## config.mk

```make
export PLATFORM = sky130hd
export DESIGN_NAME = axi_lite_reg_bridge_flat
export DESIGN_NICKNAME = d
export VERILOG_FILES = /design/src/rtl/axi_lite_reg_bridge_if.sv /design/src/rtl/axi_lite_reg_bridge.sv /design/src/flat_wrapper.sv
export SDC_FILE = /design/constraint.sdc
export NUM_CORES = 1
export LEC_CHECK = 0
export ABC_AREA = 1
export CORE_ASPECT_RATIO = 2
export CORE_UTILIZATION = 28
export CTS_CLUSTER_SIZE = 24
export DETAILED_ROUTE_END_ITERATION = 8
export PLACE_DENSITY_LB_ADDON = 0.08
export SETUP_SLACK_MARGIN = 0.3
export SLEW_MARGIN = 20
export SYNTH_ARGS = -nofsm -noshare
export SYNTH_HDL_FRONTEND = slang
export SYNTH_SLANG_ARGS = --single-unit
```

## constraint.sdc

```tcl
create_clock -name clk -period 9.3 [get_ports clk]
set_clock_uncertainty 0.05 [all_clocks]
set_input_delay 1.86 -clock clk [delete_from_list [all_inputs] [get_ports clk]]
set_output_delay 1.86 -clock clk [all_outputs]
set_load 0.02 [all_outputs]
```

## src/rtl/axi_lite_reg_bridge_if.sv

```systemverilog
// AXI4-Lite slave channels plus the local register-bus strobes for axi_lite_reg_bridge.
// The slave modport is the bridge view; master covers the AXI master and register-file side.
interface axi_lite_reg_bridge_if #(
    parameter int unsigned DATA_WIDTH = 32,
    parameter int unsigned ADDR_WIDTH = 11
);
    localparam int unsigned STRB_W = DATA_WIDTH / 8;

    logic                  awvalid;
    logic                  awready;
    logic [ADDR_WIDTH-1:0] awaddr;
    logic [2:0]            awprot;
    logic                  wvalid;
    logic                  wready;
    logic [DATA_WIDTH-1:0] wdata;
    logic [STRB_W-1:0]     wstrb;
    logic                  bvalid;
    logic                  bready;
    logic [1:0]            bresp;
    logic                  arvalid;
    logic                  arready;
    logic [ADDR_WIDTH-1:0] araddr;
    logic [2:0]            arprot;
    logic                  rvalid;
    logic                  rready;
    logic [DATA_WIDTH-1:0] rdata;
    logic [1:0]            rresp;

    logic                  reg_write;
    logic                  reg_read;
    logic [ADDR_WIDTH-1:0] reg_addr;
    logic [DATA_WIDTH-1:0] reg_wdata;
    logic [STRB_W-1:0]     reg_be;
    logic                  reg_wr_err;
    logic [DATA_WIDTH-1:0] reg_rdata;
    logic                  reg_rdata_valid;
    logic                  reg_rd_err;

    modport slave (
        input  awvalid, awaddr, awprot, wvalid, wdata, wstrb, bready,
        input  arvalid, araddr, arprot, rready,
        input  reg_wr_err, reg_rdata, reg_rdata_valid, reg_rd_err,
        output awready, wready, bvalid, bresp, arready, rvalid, rdata, rresp,
        output reg_write, reg_read, reg_addr, reg_wdata, reg_be
    );

    modport master (
        output awvalid, awaddr, awprot, wvalid, wdata, wstrb, bready,
        output arvalid, araddr, arprot, rready,
        output reg_wr_err, reg_rdata, reg_rdata_valid, reg_rd_err,
        input  awready, wready, bvalid, bresp, arready, rvalid, rdata, rresp,
        input  reg_write, reg_read, reg_addr, reg_wdata, reg_be
    );
endinterface

```

## src/rtl/axi_lite_reg_bridge.sv

```systemverilog
// AXI4-Lite slave to single-cycle register-bus bridge: one transaction in flight,
// round-robin between reads and writes, SLVERR on register error or read timeout.
module axi_lite_reg_bridge #(
    parameter int unsigned DATA_WIDTH = 32,
    parameter int unsigned ADDR_WIDTH = 11,
    parameter int unsigned RD_TIMEOUT = 64
) (
    input  logic                clk,
    input  logic                reset,
    axi_lite_reg_bridge_if.slave bus
);
    localparam int unsigned STRB_W = DATA_WIDTH / 8;
    localparam int unsigned CNT_W  = $clog2(RD_TIMEOUT);
    localparam logic [ADDR_WIDTH-1:0] ALIGN_MASK = ~ADDR_WIDTH'(STRB_W - 1);
    localparam logic [1:0] RESP_OKAY   = 2'b00;
    localparam logic [1:0] RESP_SLVERR = 2'b10;

    typedef enum logic [2:0] {
        IDLE,
        WR_ISSUE,
        WR_RESP,
        RD_ISSUE,
        RD_WAIT,
        RD_RESP
    } state_e;

    state_e                state_q, state_d;
    logic                  aw_held_q, aw_held_d;
    logic                  w_held_q, w_held_d;
    logic                  ar_held_q, ar_held_d;
    logic [ADDR_WIDTH-1:0] aw_addr_q, aw_addr_d;
    logic [DATA_WIDTH-1:0] w_data_q, w_data_d;
    logic [STRB_W-1:0]     w_strb_q, w_strb_d;
    logic [ADDR_WIDTH-1:0] ar_addr_q, ar_addr_d;
    logic                  last_was_write_q, last_was_write_d;
    logic [CNT_W-1:0]      cnt_q, cnt_d;

    logic                  awready_q, awready_d;
    logic                  wready_q, wready_d;
    logic                  arready_q, arready_d;
    logic                  bvalid_q, bvalid_d;
    logic [1:0]            bresp_q, bresp_d;
    logic                  rvalid_q, rvalid_d;
    logic [DATA_WIDTH-1:0] rdata_q, rdata_d;
    logic [1:0]            rresp_q, rresp_d;
    logic                  reg_write_q, reg_write_d;
    logic                  reg_read_q, reg_read_d;
    logic [ADDR_WIDTH-1:0] reg_addr_q, reg_addr_d;
    logic [DATA_WIDTH-1:0] reg_wdata_q, reg_wdata_d;
    logic [STRB_W-1:0]     reg_be_q, reg_be_d;

    logic wr_rdy_c;
    logic rd_rdy_c;

    // Protection attributes carry no meaning for the local register file.
    logic unused_prot;
    assign unused_prot = ^{bus.awprot, bus.arprot};

    always_ff @(posedge clk or posedge reset) begin
        if (reset) begin
            state_q          <= IDLE;
            aw_held_q        <= 1'b0;
            w_held_q         <= 1'b0;
            ar_held_q        <= 1'b0;
            aw_addr_q        <= '0;
            w_data_q         <= '0;
            w_strb_q         <= '0;
            ar_addr_q        <= '0;
            last_was_write_q <= 1'b0;
            cnt_q            <= '0;
            awready_q        <= 1'b0;
            wready_q         <= 1'b0;
            arready_q        <= 1'b0;
            bvalid_q         <= 1'b0;
            bresp_q          <= '0;
            rvalid_q         <= 1'b0;
            rdata_q          <= '0;
            rresp_q          <= '0;
            reg_write_q      <= 1'b0;
            reg_read_q       <= 1'b0;
            reg_addr_q       <= '0;
            reg_wdata_q      <= '0;
            reg_be_q         <= '0;
        end else begin
            state_q          <= state_d;
            aw_held_q        <= aw_held_d;
            w_held_q         <= w_held_d;
            ar_held_q        <= ar_held_d;
            aw_addr_q        <= aw_addr_d;
            w_data_q         <= w_data_d;
            w_strb_q         <= w_strb_d;
            ar_addr_q        <= ar_addr_d;
            last_was_write_q <= last_was_write_d;
            cnt_q            <= cnt_d;
            awready_q        <= awready_d;
            wready_q         <= wready_d;
            arready_q        <= arready_d;
            bvalid_q         <= bvalid_d;
            bresp_q          <= bresp_d;
            rvalid_q         <= rvalid_d;
            rdata_q          <= rdata_d;
            rresp_q          <= rresp_d;
            reg_write_q      <= reg_write_d;
            reg_read_q       <= reg_read_d;
            reg_addr_q       <= reg_addr_d;
            reg_wdata_q      <= reg_wdata_d;
            reg_be_q         <= reg_be_d;
        end
    end

    always_comb begin
        state_d          = state_q;
        aw_held_d        = aw_held_q;
        w_held_d         = w_held_q;
        ar_held_d        = ar_held_q;
        aw_addr_d        = aw_addr_q;
        w_data_d         = w_data_q;
        w_strb_d         = w_strb_q;
        ar_addr_d        = ar_addr_q;
        last_was_write_d = last_was_write_q;
        cnt_d            = cnt_q;
        bresp_d          = bresp_q;
        rdata_d          = rdata_q;
        rresp_d          = rresp_q;
        reg_addr_d       = reg_addr_q;
        reg_wdata_d      = reg_wdata_q;
        reg_be_d         = reg_be_q;
        wr_rdy_c         = aw_held_q && w_held_q;
        rd_rdy_c         = ar_held_q;

        // Channel capture; ready is only ever high in IDLE with the slot empty.
        if (bus.awvalid && awready_q) begin
            aw_held_d = 1'b1;
            aw_addr_d = bus.awaddr;
        end
        if (bus.wvalid && wready_q) begin
            w_held_d = 1'b1;
            w_data_d = bus.wdata;
            w_strb_d = bus.wstrb;
        end
        if (bus.arvalid && arready_q) begin
            ar_held_d = 1'b1;
            ar_addr_d = bus.araddr;
        end

        unique case (state_q)
            IDLE: begin
                if (wr_rdy_c && (!rd_rdy_c || !last_was_write_q)) begin
                    state_d = WR_ISSUE;
                end else if (rd_rdy_c) begin
                    state_d = RD_ISSUE;
                end
            end
            WR_ISSUE: begin
                bresp_d          = bus.reg_wr_err ? RESP_SLVERR : RESP_OKAY;
                aw_held_d        = 1'b0;
                w_held_d         = 1'b0;
                last_was_write_d = 1'b1;
                state_d          = WR_RESP;
            end
            WR_RESP: begin
                if (bus.bready) state_d = IDLE;
            end
            RD_ISSUE: begin
                ar_held_d        = 1'b0;
                last_was_write_d = 1'b0;
                cnt_d            = '0;
                state_d          = RD_WAIT;
            end
            RD_WAIT: begin
                if (bus.reg_rdata_valid) begin
                    rdata_d = bus.reg_rdata;
                    rresp_d = bus.reg_rd_err ? RESP_SLVERR : RESP_OKAY;
                    state_d = RD_RESP;
                end else begin
                    cnt_d = cnt_q + CNT_W'(1);
                    if (cnt_d == CNT_W'(RD_TIMEOUT - 1)) begin
                        rdata_d = '0;
                        rresp_d = RESP_SLVERR;
                        state_d = RD_RESP;
                    end
                end
            end
            RD_RESP: begin
                if (bus.rready) state_d = IDLE;
            end
            default: state_d = IDLE;
        endcase

        // Outputs are registered copies of what the next state implies.
        reg_write_d = (state_d == WR_ISSUE);
        reg_read_d  = (state_d == RD_ISSUE);
        if (state_d == WR_ISSUE) begin
            reg_addr_d  = aw_addr_q & ALIGN_MASK;
            reg_wdata_d = w_data_q;
            reg_be_d    = w_strb_q;
        end else if (state_d == RD_ISSUE) begin
            reg_addr_d  = ar_addr_q & ALIGN_MASK;
        end
        bvalid_d  = (state_d == WR_RESP);
        rvalid_d  = (state_d == RD_RESP);
        awready_d = !aw_held_d && (state_d == IDLE);
        wready_d  = !w_held_d  && (state_d == IDLE);
        arready_d = !ar_held_d && (state_d == IDLE);
    end

    assign bus.awready   = awready_q;
    assign bus.wready    = wready_q;
    assign bus.arready   = arready_q;
    assign bus.bvalid    = bvalid_q;
    assign bus.bresp     = bresp_q;
    assign bus.rvalid    = rvalid_q;
    assign bus.rdata     = rdata_q;
    assign bus.rresp     = rresp_q;
    assign bus.reg_write = reg_write_q;
    assign bus.reg_read  = reg_read_q;
    assign bus.reg_addr  = reg_addr_q;
    assign bus.reg_wdata = reg_wdata_q;
    assign bus.reg_be    = reg_be_q;

endmodule

```

## src/flat_wrapper.sv

```systemverilog
// flat-port wrapper written by rule: the top's interface ports become plain ports
module axi_lite_reg_bridge_flat 
#(
    parameter int unsigned DATA_WIDTH = 32,
    parameter int unsigned ADDR_WIDTH = 11,
    parameter int unsigned RD_TIMEOUT = 64
)
  (clk, reset, bus_awvalid, bus_awaddr, bus_awprot, bus_wvalid, bus_wdata, bus_wstrb, bus_bready, bus_arvalid, bus_araddr, bus_arprot, bus_rready, bus_reg_wr_err, bus_reg_rdata, bus_reg_rdata_valid, bus_reg_rd_err, bus_awready, bus_wready, bus_bvalid, bus_bresp, bus_arready, bus_rvalid, bus_rdata, bus_rresp, bus_reg_write, bus_reg_read, bus_reg_addr, bus_reg_wdata, bus_reg_be);
  axi_lite_reg_bridge_if #(.DATA_WIDTH(DATA_WIDTH), .ADDR_WIDTH(ADDR_WIDTH)) bus_i ();
  input  logic clk;
  input  logic reset;
  input wire logic [$bits(bus_i.awvalid)-1:0] bus_awvalid;
  input wire logic [$bits(bus_i.awaddr)-1:0] bus_awaddr;
  input wire logic [$bits(bus_i.awprot)-1:0] bus_awprot;
  input wire logic [$bits(bus_i.wvalid)-1:0] bus_wvalid;
  input wire logic [$bits(bus_i.wdata)-1:0] bus_wdata;
  input wire logic [$bits(bus_i.wstrb)-1:0] bus_wstrb;
  input wire logic [$bits(bus_i.bready)-1:0] bus_bready;
  input wire logic [$bits(bus_i.arvalid)-1:0] bus_arvalid;
  input wire logic [$bits(bus_i.araddr)-1:0] bus_araddr;
  input wire logic [$bits(bus_i.arprot)-1:0] bus_arprot;
  input wire logic [$bits(bus_i.rready)-1:0] bus_rready;
  input wire logic [$bits(bus_i.reg_wr_err)-1:0] bus_reg_wr_err;
  input wire logic [$bits(bus_i.reg_rdata)-1:0] bus_reg_rdata;
  input wire logic [$bits(bus_i.reg_rdata_valid)-1:0] bus_reg_rdata_valid;
  input wire logic [$bits(bus_i.reg_rd_err)-1:0] bus_reg_rd_err;
  output wire logic [$bits(bus_i.awready)-1:0] bus_awready;
  output wire logic [$bits(bus_i.wready)-1:0] bus_wready;
  output wire logic [$bits(bus_i.bvalid)-1:0] bus_bvalid;
  output wire logic [$bits(bus_i.bresp)-1:0] bus_bresp;
  output wire logic [$bits(bus_i.arready)-1:0] bus_arready;
  output wire logic [$bits(bus_i.rvalid)-1:0] bus_rvalid;
  output wire logic [$bits(bus_i.rdata)-1:0] bus_rdata;
  output wire logic [$bits(bus_i.rresp)-1:0] bus_rresp;
  output wire logic [$bits(bus_i.reg_write)-1:0] bus_reg_write;
  output wire logic [$bits(bus_i.reg_read)-1:0] bus_reg_read;
  output wire logic [$bits(bus_i.reg_addr)-1:0] bus_reg_addr;
  output wire logic [$bits(bus_i.reg_wdata)-1:0] bus_reg_wdata;
  output wire logic [$bits(bus_i.reg_be)-1:0] bus_reg_be;
  assign bus_i.awvalid = bus_awvalid;
  assign bus_i.awaddr = bus_awaddr;
  assign bus_i.awprot = bus_awprot;
  assign bus_i.wvalid = bus_wvalid;
  assign bus_i.wdata = bus_wdata;
  assign bus_i.wstrb = bus_wstrb;
  assign bus_i.bready = bus_bready;
  assign bus_i.arvalid = bus_arvalid;
  assign bus_i.araddr = bus_araddr;
  assign bus_i.arprot = bus_arprot;
  assign bus_i.rready = bus_rready;
  assign bus_i.reg_wr_err = bus_reg_wr_err;
  assign bus_i.reg_rdata = bus_reg_rdata;
  assign bus_i.reg_rdata_valid = bus_reg_rdata_valid;
  assign bus_i.reg_rd_err = bus_reg_rd_err;
  assign bus_awready = bus_i.awready;
  assign bus_wready = bus_i.wready;
  assign bus_bvalid = bus_i.bvalid;
  assign bus_bresp = bus_i.bresp;
  assign bus_arready = bus_i.arready;
  assign bus_rvalid = bus_i.rvalid;
  assign bus_rdata = bus_i.rdata;
  assign bus_rresp = bus_i.rresp;
  assign bus_reg_write = bus_i.reg_write;
  assign bus_reg_read = bus_i.reg_read;
  assign bus_reg_addr = bus_i.reg_addr;
  assign bus_reg_wdata = bus_i.reg_wdata;
  assign bus_reg_be = bus_i.reg_be;
  axi_lite_reg_bridge #(.DATA_WIDTH(DATA_WIDTH), .ADDR_WIDTH(ADDR_WIDTH), .RD_TIMEOUT(RD_TIMEOUT)) u_core (.clk(clk), .reset(reset), .bus(bus_i));
endmodule
```

==> impl_metrics.json <==
{
  "cp_max_fo": 39,
  "period_share_pct": 37.7,
  "synth_area_um2": 6090,
  "clock_latency_ns": 0.42,
  "postLayoutCellArea_um2": 8690,
  "cap_violations": 0,
  "grt_max_degree": 92,
  "leakagePower_nw": 4.25,
  "via_count": 4957,
  "gr-total-overflow": 0,
  "grt_pass1_wl_mm": 27.4,
  "clk_path_buf_depth": 2,
  "synth_cells": 667,
  "dp_hpwl_mm": 11.4,
  "powerDensity_nw_per_um2": 343,
  "min_period_ns": 3.51,
  "yosysSeqAreaShare_pct": 62.8,
  "globalRouteTotalUtil_pct": 15.9,
  "io_buffers": 181,
  "fin_tns_setup_ns": 0,
  "die_width_um": 106,
  "intPower_mw": 1.88,
  "die_h_um": 211,
  "drt-total-wl_mm": 16.6,
  "final_core_util_pct": 40.6,
  "cp.arrival_ns": 3.81,
  "firstDrtPassIters": 4,
  "synthDistinctLibCells": 31,
  "layout_commonest_cell": "nand2_1",
  "coreArea_um2": 21400,
  "drive_above_1_share_pct": 5.39,
  "wire_per_inst_um": 14.7,
  "dp.cells": 1096,
  "cts_tree": "built",
  "tightest_slew_ns": 1.00,
  "clock-sinks": 153,
  "power_frac_seq_pct": 37.7,
  "critical_path_class": "in -> reg",
  "rsz0062_at_grt": "no",
  "synth_warnings": 0,
  "worstSetupEndpointType": "register",
  "start_util_pct": 28.5,
  "cts-root-buf": "clkbuf_16",
  "status": "finished clean",
  "drc": 0,
  "hold_viol": 0,
  "combPwrFrac_pct": 38.8,
  "switching_share_pct": 36.9,
  "clkSlewWorstSetupHoldPaths_ns": 0.06,
  "synth-seq-cells": 153,
  "crit_path_start_kind": "input pin",
  "synthTopCellsByArea": "dfrtp_1 63%, nand2_1 21%, nand3_1 4.1%, o21ai_0 1.6%, inv_1 1.4%",
  "dieArea_um2": 22400,
  "post_layout_nonfiller_instances": 1127,
  "htreeDepth": 4,
  "final_cell_mix": "343 x nand2_1, 181 x clkdlybuf4s50_1, 153 x dfrtp_1, 50 x nand3_1, 22 x inv_1",
  "nets": 950,
  "critPathRequiredTime_ns": 9.61,
  "grt_pass1_vias": 5288,
  "ant_nets": 0,
  "place.gp.congestion": 0.721,
  "std_cell_rows": 76,
  "slew_viol_final": 0,
  "cts_setup_buffers": 0,
  "synth_top_area_share_pct": 62.8,
  "numCtsBuffers": 17,
  "slew_headroom_pct": 32.9,
  "antennaDiodeCount": 0,
  "pin_count": 196,
  "syn_to_final_growth_pct": 42.5,
  "clkPwrFrac_pct": 23.5,
  "avgSynthCellArea_um2": 9.14,
  "peakVddDrop_mv": 0.125,
  "ctsHoldBuffers": 0,
  "yosysTopAreaCell": "dfrtp_1",
  "hp-class": "reg -> reg",
  "cts_resized": 0,
  "via_per_inst": 4.40,
  "grt_antenna_before_repair": 0,
  "dpl_cell_area_um2": 8090,
  "fmax_mhz": 285,
  "net-switching-power_mw": 1.10,
  "setup_viol": 0,
  "first_iter_violations": 219
}
cell usage after synthesis (all sizes together):
cell type	number
nor2	13
buf	25
dfrtp	153
nand3	52
nand4	3
o31ai	1
o21bai	2
nand2	345
ha	2
conb	1
o22ai	2
a22oi	9
or2	1
inv	26
o21ai	20
nor3	5
clkbuf	5
clkinv	1
mux2	1
power groups by stage:
stage                     logic (mW)  registers (mW)  clock network (mW)
after floorplan                0.492            1.30                   0
after global placement          1.16            1.13                   0
after detailed placement        1.18            1.13                   0
after CTS                       1.18            1.13               0.726
after global routing            1.29            1.16               0.749
final                           1.16            1.12               0.699
registers in the layout, indices dropped and copies added, names as in the netlist, 3 cells and up:
register,cells
u_core.w_data_q,32
u_core.state_q,3
u_core.ar_addr_q,9
u_core.aw_addr_q,9
u_core.bus.reg_be,4
u_core.bus.reg_wdata,32
u_core.w_strb_q,4
u_core.bus.reg_addr,9
u_core.bus.rdata,32
u_core.cnt_q,6
critical path, stage by stage:
cell and delay, ns:
clkdlybuf4s50_1 0.46, nor2_1 0.04, nand3_1 0.09, nand2_2 0.08, o21bai_4 0.21, nor2_4 0.77, nand2_1 0.19, nand2_1 0.10
path summary, 6_finish.rpt:
kind | startpoint | endpoint | slack [ns] | cells past startpoint
max | bus_bready | u_core.bus.reg_addr[8] | 5.79 | 8
min | u_core.w_data_q[24] | u_core.bus.reg_wdata[24] | 0.42 | 2
max reg2reg | u_core.state_q[0] | u_core.bus.reg_addr[5] | 6.51 | 6
min reg2reg | u_core.w_data_q[24] | u_core.bus.reg_wdata[24] | 0.42 | 2
max in group asynchronous | reset | u_core.bus.rdata[17] | 5.88 | 3
min in group asynchronous | reset | u_core.bus.rdata[4] | 1.92 | 2
cell families after synthesis:
| family | Yosys count | synth area share (%) |
|---|---|---|
| DFF | 153 | 62.8 |
| and+or+nand+nor | 419 | 28.2 |
| other | 1 | 0.0615 |
| AOI/OAI and AO/OA | 34 | 3.51 |
| muxes | 1 | 0.185 |
| adders and majority gates | 2 | 0.411 |
| buffers and inverters | 57 | 4.78 |
through the flow:
step	worst slack (ns)	hold WS (ns)	power, mW
finish	5.79	0.418	2.98
global route	5.58	0.435	3.20
CTS	5.74	0.419	3.04
detailed placement	5.30	0.408	2.31
global placement	5.34	0.403	2.29
floorplan	3.27	0.392	1.79
per-layer routing:
metal	track usage (%)	part of all wire [%]	vias up
met5	0	0	-
met4	5.89	1.7	0
met3	3.98	5.2	14
met2	29.3	55	152
met1	17.1	39	2364
li1	-	-	2427
layout make-up:
cell class / count / area (um^2)
clock buffer: 20 / 447
inverter: 27 / 109
tap: 273 / 342
timing repair buffer: 183 / 1830
multi-input combinational: 460 / 1980
clock inverter: 11 / 149
fill: 2167 / 12700
sequential: 153 / 3830
No activity file was read; power rests on OpenSTA's default activity.
